===== config.mk =====
export PLATFORM = sky130hd
export DESIGN_NAME = y_word_packer
export DESIGN_NICKNAME = d
export VERILOG_FILES = /design/src/rtl/y_word_packer.sv
export SDC_FILE = /design/constraint.sdc
export NUM_CORES = 1
export LEC_CHECK = 0
export ABC_AREA = 1
export CORE_MARGIN = 4
export CORE_UTILIZATION = 23
export CTS_CLUSTER_SIZE = 40
export DETAILED_ROUTE_END_ITERATION = 7
export PLACE_DENSITY_LB_ADDON = 0.2
export SLEW_MARGIN = 0
export SYNTH_ARGS = -nofsm -noshare
export SYNTH_HDL_FRONTEND = slang
export SYNTH_SLANG_ARGS = --single-unit

===== constraint.sdc =====
create_clock -name clk -period 3.05 [get_ports clk]
set_input_delay 0.7625 -clock clk [delete_from_list [all_inputs] [get_ports clk]]
set_output_delay 0.7625 -clock clk [all_outputs]
set_load 0.05 [all_outputs]

===== src/rtl/y_word_packer.sv =====
// Packs the serial Y bit stream LSB-first into WIDTH-bit words.
// Completed or flushed words queue in a small FIFO with enable/ready out.
module y_word_packer #(
    parameter int WIDTH = 8,
    parameter int DEPTH = 4,
    parameter int CNT_W = 16
) (
    input  logic                       clk,
    input  logic                       reset,
    input  logic                       Y_data,
    input  logic                       Y_enable,
    output logic                       Y_ready,
    input  logic                       flush,
    output logic [WIDTH-1:0]           W_data,
    output logic [$clog2(WIDTH+1)-1:0] W_count,
    output logic                       W_enable,
    input  logic                       W_ready,
    output logic [CNT_W-1:0]           ones_count,
    output logic [CNT_W-1:0]           word_count
);

    localparam int BW = $clog2(WIDTH);
    localparam int CW = $clog2(WIDTH+1);
    localparam int AW = $clog2(DEPTH);
    localparam logic [AW:0] FULL_OCC = (AW+1)'(DEPTH);

    logic [WIDTH-1:0] shift_q;
    logic [WIDTH-1:0] shift_nx;
    logic [BW-1:0]    bit_cnt;
    logic [CW-1:0]    fill_nx;
    logic [WIDTH-1:0] mem_data [DEPTH];
    logic [CW-1:0]    mem_cnt  [DEPTH];
    logic [AW-1:0]    wr_ptr;
    logic [AW-1:0]    rd_ptr;
    logic [AW:0]      occ;
    logic             alive;
    logic             full;
    logic             empty;
    logic             accept;
    logic             take_flush;
    logic             complete;
    logic             push;
    logic             pop;

    assign full       = (occ == FULL_OCC);
    assign empty      = (occ == '0);
    // alive keeps Y_ready low while reset is held and until the first edge after it
    assign Y_ready    = alive && !full;
    assign accept     = Y_enable && Y_ready;
    assign take_flush = flush && Y_ready;
    assign W_enable   = !empty;
    assign pop        = W_enable && W_ready;
    assign W_data     = empty ? '0 : mem_data[rd_ptr];
    assign W_count    = empty ? '0 : mem_cnt[rd_ptr];

    always_comb begin
        shift_nx = shift_q;
        if (accept)
            shift_nx[bit_cnt] = Y_data;
        fill_nx  = CW'(bit_cnt) + CW'(accept);
        complete = accept && (bit_cnt == BW'(WIDTH-1));
        push     = complete || (take_flush && (fill_nx != '0));
    end

    always_ff @(posedge clk or posedge reset) begin
        if (reset) begin
            alive   <= 1'b0;
            shift_q <= '0;
            bit_cnt <= '0;
        end else begin
            alive <= 1'b1;
            if (push) begin
                shift_q <= '0;
                bit_cnt <= '0;
            end else if (accept) begin
                shift_q <= shift_nx;
                bit_cnt <= bit_cnt + 1'b1;
            end
        end
    end

    always_ff @(posedge clk) begin
        if (push) begin
            mem_data[wr_ptr] <= shift_nx;
            mem_cnt[wr_ptr]  <= fill_nx;
        end
    end

    always_ff @(posedge clk or posedge reset) begin
        if (reset) begin
            wr_ptr <= '0;
            rd_ptr <= '0;
            occ    <= '0;
        end else begin
            if (push)
                wr_ptr <= wr_ptr + 1'b1;
            if (pop)
                rd_ptr <= rd_ptr + 1'b1;
            if (push && !pop)
                occ <= occ + 1'b1;
            else if (pop && !push)
                occ <= occ - 1'b1;
        end
    end

    always_ff @(posedge clk or posedge reset) begin
        if (reset) begin
            ones_count <= '0;
            word_count <= '0;
        end else begin
            if (accept && Y_data && (ones_count != '1))
                ones_count <= ones_count + 1'b1;
            if (pop && (word_count != '1))
                word_count <= word_count + 1'b1;
        end
    end

endmodule


Word-level counts from Yosys, hierarchy flattened
Memories as Yosys holds them, arrays and structs flattened.
Index checks and enable logic that the tools add are counted.
Widths: inputs -> output; s select.

word-level totals
  register bits after elaboration = 51
  RAM bits = 48
  input bits = 6
  word-level logic and storage cells = 59
  memories = 2

operators by class
  $add $sub $neg = 8
  magnitude comparators = 2
  equality and inequality tests = 4
  multiplexer cells = 14
  reductions and logical operators = 21

memories
  name      words  width  rd ports  clocked after Yosys merged registers in  wr ports  RTL line  source
  mem_data  4      8      1         0                                        1         31        logic [WIDTH-1:0] mem_data [DEPTH];
  mem_cnt   4      4      1         0                                        1         32        logic [CW-1:0] mem_cnt [DEPTH];

operator list
  kind                   count
  $add 16x1->16 const B  2
  $mux 8                 4
  $ne 16x16->1 const B   2
  $logic_and 1x1->1      12
  $mux 3                 4
  $bwmux 8               1
  $add 3x1->3 const B    2
  $eq 3x3->1 const B     2
  $add 2x1->2 const B    2
  $add 3x1->4            1
  $logic_not 1->1        4
  $lt 3x4->1 const B     1
  $mux 4                 1
  $reduce_bool 2->1      2
  $reduce_bool 4->1      1
  $demux 1 s3            1
  $ge 3x1->1 const B     1
  $logic_not 3->1        1
  $mux 1                 3
  $sub 3x1->3 const B    1
  $logic_or 1x1->1       1

Logic depth before layout (Yosys ltp)
Gate-level depths: netlist (run 1).

  depth after elaboration = 12
  mapped depth = 20

Worst setup path after synthesis (run 1)
Ideal clock, no wire load.

  path kind = input -> register
  start = input Y_enable
  end = register occ[1]
  setup time = 0.125 ns
  arrival time = 3.029 ns
  data required time = 2.925 ns
  slack = -0.104 ns
  cell stages on the path = 14
  buffers on the path = 2
  cell sequence = nand3_4 inv_4 buf_4 ha_1 ha_1 nor2_1 nand3_1 nand2_4 nand2_2 buf_6 ha_1 inv_1 fa_1 mux2_2

between the ends
  word-level cells in the longest chain between the ends = 8
  elaborated cells on any way between the ends = 11
  those cells by class = 1 x add/sub; 1 x mux; 9 x reduce/logical

RTL lines
  element                      RTL line  source
  from (decl)                  11        input logic Y_enable,
  $logic_and 1x1->1 *          49        assign accept = Y_enable && Y_ready;
  $add 3x1->4 *                60        fill_nx = CW'(bit_cnt) + CW'(accept);
  net fill_nx[1]               30        logic [CW-1:0] fill_nx;
  $reduce_bool 4->1 *          62        push = complete || (take_flush && (fill_nx != '0));
  $logic_and 1x1->1 *          62
  $logic_or 1x1->1 *           62
  $logic_not 1->1              101       else if (pop && !push)
  $logic_and 1x1->1            101
  $reduce_bool 2->1 (no line)  --
  to (signal assigned)         100       occ <= occ + 1'b1;
  to (signal assigned)         102       occ <= occ - 1'b1;
  to (decl)                    35        logic [AW:0] occ;

The timed path passes the listed nets; every way through them passes the cells marked *.
A chain may end at the register's enable or synchronous reset.

Worst setup path in the final report (run 1)
Ends and elaborated chain as after synthesis.

==> results of run 1 <==
-- stage by stage --
step	instance area, sq um	setup slack (ns)
final	6360	0.150
after global routing	6360	0.00290
after CTS	6360	0.127
after detailed placement	6050	-0.246
after global placement	6050	-0.198
after floorplan	5190	0.0240
-- path summary, 6_finish.rpt --
kind,endpoint,slack (ns),cells after the start
max,occ[1],0.15,13
min,ones_count[15],0.53,2
max reg2reg,occ[1],0.39,14
min reg2reg,ones_count[15],0.53,2
max in group asynchronous,rd_ptr[1],1.50,3
min in group asynchronous,word_count[15],0.88,2
-- cell type report --
type	count	area [sq um]	share of cell area
Tap cell	280	350	0.0551
Inverter	64	243	0.0382
Clock inverter	7	88.8	0.0140
Timing Repair Buffer	69	616	0.0968
Sequential cell	99	2720	0.427
Multi-Input combinational cell	421	2120	0.333
Clock buffer	9	225	0.0354
-- layer usage --
| metal | vias to the layer above | global-route usage | part of all wire |
|---|---|---|---|
| li1 | 2049 | - | - |
| met1 | 1835 | 0.148 | 0.50 |
| met5 | - | 0 | 0 |
| met3 | 10 | 0.0257 | 0.043 |
| met4 | 0 | 0.0283 | 0.011 |
| met2 | 87 | 0.163 | 0.44 |
-- worst reg2reg max path, cell delays in order (launching register included) --
cell	delay, ns
dfrtp_1	0.47
nor2_2	0.18
nand2_4	0.09
nand3_4	0.08
inv_4	0.04
ha_4	0.15
ha_4	0.21
nor2_1	0.10
nand3_1	0.13
nand2_4	0.10
nand2_2	0.06
ha_1	0.17
inv_1	0.10
fa_1	0.42
mux2_2	0.26
-- power by group through the flow --
stage | clock (mW) | combinational [mW] | sequential [mW]
after global routing | 1.32 | 3.15 | 2.23
after floorplan | 0 | 1.79 | 2.40
final | 1.22 | 2.88 | 2.17
after detailed placement | 0 | 2.90 | 2.20
after global placement | 0 | 2.88 | 2.19
after CTS | 1.27 | 2.92 | 2.17
-- flip-flops by register name (all words and copies together) (netlist names) --
signal / count
mem_data: 32
bit_cnt: 3
rd_ptr: 2
word_count: 16
wr_ptr: 2
mem_cnt: 16
shift_q: 8
occ: 3
alive: 1
ones_count: 16
-- logic make-up (layout without fill, tap and decap cells) --
group,after synthesis,after routing,share of synthesized area
other,1,1,0.000726
xor gates and xnor gates,18,18,0.0305
muxes,1,1,0.00218
AOI/OAI and AO/OA,68,68,0.0703
buffers and inverters,80,149,0.0681
and+or+nand+nor,321,321,0.272
DFF,99,99,0.526
adders and majority gates,12,12,0.0305
-- synthesized netlist by cell type, types with 2 or more instances --
master	instances
nand4_1	13
dfrtp_1	51
o21ai_2	6
edfxtp_1	48
nor2_2	3
nor2_4	5
nand3_1	22
nand2_2	5
a21oi_1	13
o21ai_1	3
o21ai_0	46
buf_4	2
nand3_2	2
xnor2_1	13
inv_1	58
xor2_1	5
nor2_1	100
nand2_1	164
buf_6	5
nand2_4	3
buf_2	3
ha_1	11
inv_2	5
clkbuf_1	6
==> summary.md, run 1 <==
| Metric | Value |
|---|---|
| Outcome | `finished, final reports clean` |
| Wire length per cell | `13.2 um` |
| Die height | `158 um` |
| CTS tree | `built` |
| Comb pwr share | `0.459` |
| Pleak | `2.64 nW` |
| VDD IR-drop max | `0.411 mV` |
| Most used flip-flop cell after synthesis | `dfrtp_1` |
| Slowest cell on crit path | `clkdlybuf4s50_1` |
| Final Cycle Share | `0.951` |
| Worst slew pin tran | `between 0.7 and 0.8 ns` |
| Die Area | `0.0249 sq mm` |
| Cts bufs inserted | `9` |
| Synthesized cell area | `0.00516 sq mm` |
| Switching power | `2.89 mW` |
| Gr ovfl total | `0` |
| Most frequent cells in the layout | `nand2_1 (164), nor2_1 (100), inv_1 (57)` |
| EDFF count, synth | `48` |
| Worst skew pair latency | `0.35 ns` |
| GP Congestion | `a little under 0.8` |
| Post-CTS sizing | `0` |
| Root Driver | `clkbuf_16` |
| Initial Util | `0.235` |
| Floorplan core area | `0.0220 sq mm` |
| Final core occ | `0.290` |
| Commonest non-fill, non-tap cell in the layout | `nand2_1` |
| Post-CTS setup repair buffer count | `0` |
| CTS Sinks | `99` |
| CP startpoint | `Y_enable` |
| Initial drt markers | `152` |
| RSZ-0062 raised after global routing | `false` |
| DP Wirelength | `between 9000 and 10000 um` |
| Initial antenna violation count | `0` |
| Crit-path max cell delay | `~0.55 ns` |
| H-tree depth | `3` |
| ANT cells | `0` |
| Sequential-to-total area share from yosys stat | `0.526` |
| Worst setup SP type | `input pin` |
| P per Cell Area | `985 mW/mm^2` |
| CP endpoint kind | `register` |
| Hold slack | `~0.53 ns` |
| Worst-path cell chain | `clkdlybuf4s50_1 > nand3_4 > inv_4 > ha_4 > ha_4 > nor2_1 > nand3_1 > nand2_4 > nand2_2 > ha_1 > inv_1 > fa_1 > mux2_2` |
| Syn Area/Cell | `8.61 sq um` |
| DRC violations left | `0` |
| Yosys synthesis warning count | `0` |
| Sw Share | `0.462` |
| Clk slew on worst S/H paths | `roughly 0.070 ns` |
| Critical Path AT | `3.13 ns` |
| Vias in the first global route | `3972` |
| Clock Skews | `0.0112 ns` |
| Clock power frac | `0.195` |
| Int Power | `3.37 mW` |
| Detailed-route via count | `roughly 4000` |
| Final setup viols | `0` |
| Cell accounting for the most synthesized area | `edfxtp_1` |
| Filler cells | `2321` |
| FF-to-FF Start | `occ[0]` |
| TNS Setup | `0 ns` |
| Largest net degree at the start of global routing | `36` |
| FFs w/ async S/R, synth | `0.515` |
| Final Hold Viols | `0` |
| Total GRT Usage | `0.105` |
| Non-Filler Instances | `949` |
| CP bufs+invs | `3` |
| First-pass GRT wire length | `20900 um` |
| Top-level I/O count | `52` |
| Critical Setup Path Class | `in2reg` |
| Worst Path Required | `3.28 ns` |
| P&R area growth vs syn | `23.2%` |
| Max_cap viols | `0` |
| Min Tclk post-route | `2.90 ns` |
| Drt pass-1 iters | `4` |
| Tot Pwr | `between 6 and 7 mW` |
| Nets | `682` |
| Reg power frac | `0.346` |
| Max Fclk | `between 0.3 and 0.4 GHz` |
| Most repeated library cell on the critical path | `ha_4` |
| Top delay family on crit path | `adder cells` |
| CP max FO | `3` |
| Post-Syn Instances | `600` |
| Num rows | `54` |
| Relative slew slack | `0.467` |
| Final Slew Violations | `0` |
| Hold_sp | `ones_count[15]` |
| Clock Path Buffers | `2` |
| Syn Nets | `just over 600` |
| IO Port Bufs | `51` |
| Vias per cell | `4.19` |
| Synthesized flop and latch total | `99` |
| DRT Wirelength | `12500 um` |
| Netlist cell types | `32` |
| Die W | `158 um` |
| CTS Hold Bufs | `0` |
| Layout cells sized above 1 | `0.126` |
| Min-delay worst type | `reg2reg` |
| Leading post-synthesis cells by cell area | `edfxtp_1 (28%), dfrtp_1 (25%), nand2_1 (12%), nor2_1 (7.3%), o21ai_0 (4.5%)` |
| Placed instance count | `around 930` |
| Antenna Nets Post-Route | `0` |
| Top-area cell type share of the netlist area | `0.279` |
No activity file was read; power rests on OpenSTA's default activity.
==> inputs of run 2 (changes only) <==
==> constraint.sdc (replaced) <==
create_clock -name clk -period 2.8 [get_ports clk]
set_input_delay 0.7 -clock clk [delete_from_list [all_inputs] [get_ports clk]]
set_output_delay 0.7 -clock clk [all_outputs]
set_load 0.05 [all_outputs]
==> run 2 against run 1 <==
- flip-flop and latch count did not move
- via count shrank 0.55%
- design area grew 0.75%
- clock skew grew 0.0015 ns
- largest power group unchanged
- worst setup slack improved by 0.0081 ns
- combinational power is 11% higher
==> summary.md, run 2 (synthesis results as in run 1) <==
| Metric | Value |
|---|---|
| Outcome | `finished, final reports clean` |
| Floorplan core area | `0.0220 sq mm (unchanged)` |
| Final setup viols | `0 (unchanged)` |
| Die height | `158 um (unchanged)` |
| Tot Pwr | `6.79 mW (+8.4%)` |
| FF-to-FF Start | `occ[0]` |
| CTS Hold Bufs | `0 (unchanged)` |
| Final core occ | `0.292 (+0.00216)` |
| Hold_sp | `ones_count[15]` |
| Total GRT Usage | `0.104 (-0.00118)` |
| Fraction of met3 tracks used by global routing | `0.0257 (unchanged)` |
| Clk slew on worst S/H paths | `0.07 ns (about the same)` |
| P&R area growth vs syn | `24.1%` |
| VDD IR-drop max | `0.538 mV (+31%)` |
| Min-delay worst type | `reg2reg` |
| CP endpoint kind | `output port` |
| Initial drt markers | `178 (+17%)` |
| Placed instance count | `936 (+0.32%)` |
| Largest Register | `mem_data` |
| Die W | `158 um (unchanged)` |
| IO Port Bufs | `51 (unchanged)` |
| TNS Setup | `0 ns (unchanged)` |
| Initial antenna violation count | `0 (unchanged)` |
| Clock Path Buffers | `2 (unchanged)` |
| Met1 usage | `0.142 (-0.00521)` |
| Non-Filler Instances | `952 (+0.32%)` |
| Antenna Nets Post-Route | `0 (unchanged)` |
| Pre-CTS setup slack | `-0.361 ns (-0.114 ns)` |
| GR Layer Usage met2 | `0.162 (-0.000405)` |
| Final Hold Viols | `0 (unchanged)` |
| Final Cycle Share | `0.944` |
| First-pass GRT wire length | `20700 um (-0.73%)` |
| Pleak | `2.67 nW (+1.1%)` |
| Crit-path max cell delay | `0.79 ns (+0.24 ns)` |
| Commonest non-fill, non-tap cell in the layout | `nand2_1` |
| Root Driver | `clkbuf_16` |
| Most frequent cells in the layout | `nand2_1 (164), nor2_1 (100), inv_1 (56)` |
| Max Fclk | `0.378 GHz` |
| GP Congestion | `0.759 (-3.3%)` |
| CTS tree | `built` |
| Grt peak-use layer | `met2` |
| Nets | `685 (+0.44%)` |
| Drt pass-1 iters | `4 (unchanged)` |
| Layout cells sized above 1 | `0.134 (+0.00837)` |
| Reg-to-reg setup timing slack | `0.19 ns (-0.20 ns)` |
| DRC violations left | `0 (unchanged)` |
| DP Wirelength | `8890 um (-3.2%)` |
| Largest net degree at the start of global routing | `25 (-31%)` |
| DRT Wirelength | `12100 um (-3.1%)` |
| Worst hold stages | `2 (unchanged)` |
| RSZ-0062 raised after global routing | `false` |
| Relative slew slack | `0.620 (+0.153)` |
| Die Area | `0.0249 sq mm (unchanged)` |
| Num rows | `54 (unchanged)` |
| Critical Setup Path Class | `reg2out` |
| Detailed-route via count | `3959 (-0.55%)` |
| WHS Endpoint | `ones_count[15]` |
| Worst skew pair latency | `0.35 ns (about the same)` |
| CTS Sinks | `99 (unchanged)` |
| Wire length per cell | `12.8 um (-3.4%)` |
| Vias in the first global route | `3962 (-0.25%)` |
| Gr ovfl total | `0 (unchanged)` |
| Crit Reg-Reg Endpoint | `occ[2]` |
| Max_cap viols | `0 (unchanged)` |
| Post-CTS sizing | `0 (unchanged)` |
| CP max FO | `4 (+1)` |
| Initial Util | `0.235 (unchanged)` |
| Critical Path AT | `1.94 ns (-1.19 ns)` |
| Cells on worst reg2reg path | `17 (+3)` |
| Worst slew pin tran | `0.571 ns (-0.228 ns)` |
| Slack of the critical path | `0.158 ns (+0.00810 ns)` |
| Min Tclk post-route | `2.64 ns` |
| Worst Path Required | `2.10 ns (-1.18 ns)` |
| Max reg flops | `32 (unchanged)` |
| Filler cells | `2272 (-2.1%)` |
| H-tree depth | `3 (unchanged)` |
| ANT cells | `0 (unchanged)` |
| Final Slew Violations | `0 (unchanged)` |
| Top-level I/O count | `52 (unchanged)` |
| Vias per cell | `4.16 (-0.87%)` |
| P per Cell Area | `1060 mW/mm^2 (+7.6%)` |
| Slowest cell on crit path | `clkdlybuf4s50_1` |
| Post-CTS setup repair buffer count | `0 (unchanged)` |
| Worst-path cell chain | `nor2_2 > nand2_4 > nand2_1 > inv_1 > clkdlybuf4s50_1` |
| Worst setup SP type | `register` |
| Cts bufs inserted | `9 (unchanged)` |
| Clock Skews | `0.0127 ns (+0.00148 ns)` |
run 2: layout make-up:
| class | count | area (sq um) | area share |
|---|---|---|---|
| Tap cell | 280 | 350 | 0.0547 |
| Timing Repair Buffer | 72 | 663 | 0.103 |
| Clock inverter | 7 | 81.3 | 0.0127 |
| Inverter | 64 | 243 | 0.0379 |
| Multi-Input combinational cell | 421 | 2130 | 0.332 |
| Clock buffer | 9 | 225 | 0.0351 |
| Sequential cell | 99 | 2720 | 0.424 |
run 2: report_power, final:
group	switching, mW	internal (mW)
Sequential	0.378	1.95
Combinational	2.15	1.04
Clock	0.626	0.644
Total	3.16	3.64
run 2: worst max path at each step:
stage,endpoint,startpoint,depth (start not counted),slack [ns]
final,Y_ready,occ[1],5,0.16
after global routing,W_data[2],rd_ptr[0],6,0.01
after CTS,occ[2],Y_enable,17,0.005
after detailed placement,occ[2],Y_enable,17,-0.36
after global placement,occ[2],Y_enable,17,-0.27
after floorplan,occ[1],Y_enable,14,-0.05
run 2: critical path, delay by kind of cell (launching register included):
kind,cells,cell delay [ns]
buffers and inverters,2,0.85
DFF,1,0.46
and+or+nand+nor,3,0.28
run 2: through the flow:
step / cell area [sq um] / hold WS, ns
5_1_grt: 6410 / 0.590
3_5_place_dp: 6100 / 0.534
3_3_place_gp: 6100 / 0.542
6_report: 6410 / 0.552
4_1_cts: 6410 / 0.556
2_1_floorplan: 5200 / 0.506
run 2: layer usage:
layer	up-vias	share of wire
met5	-	0
met4	0	0.017
met3	15	0.032
met2	58	0.47
met1	1829	0.48
li1	2057	-
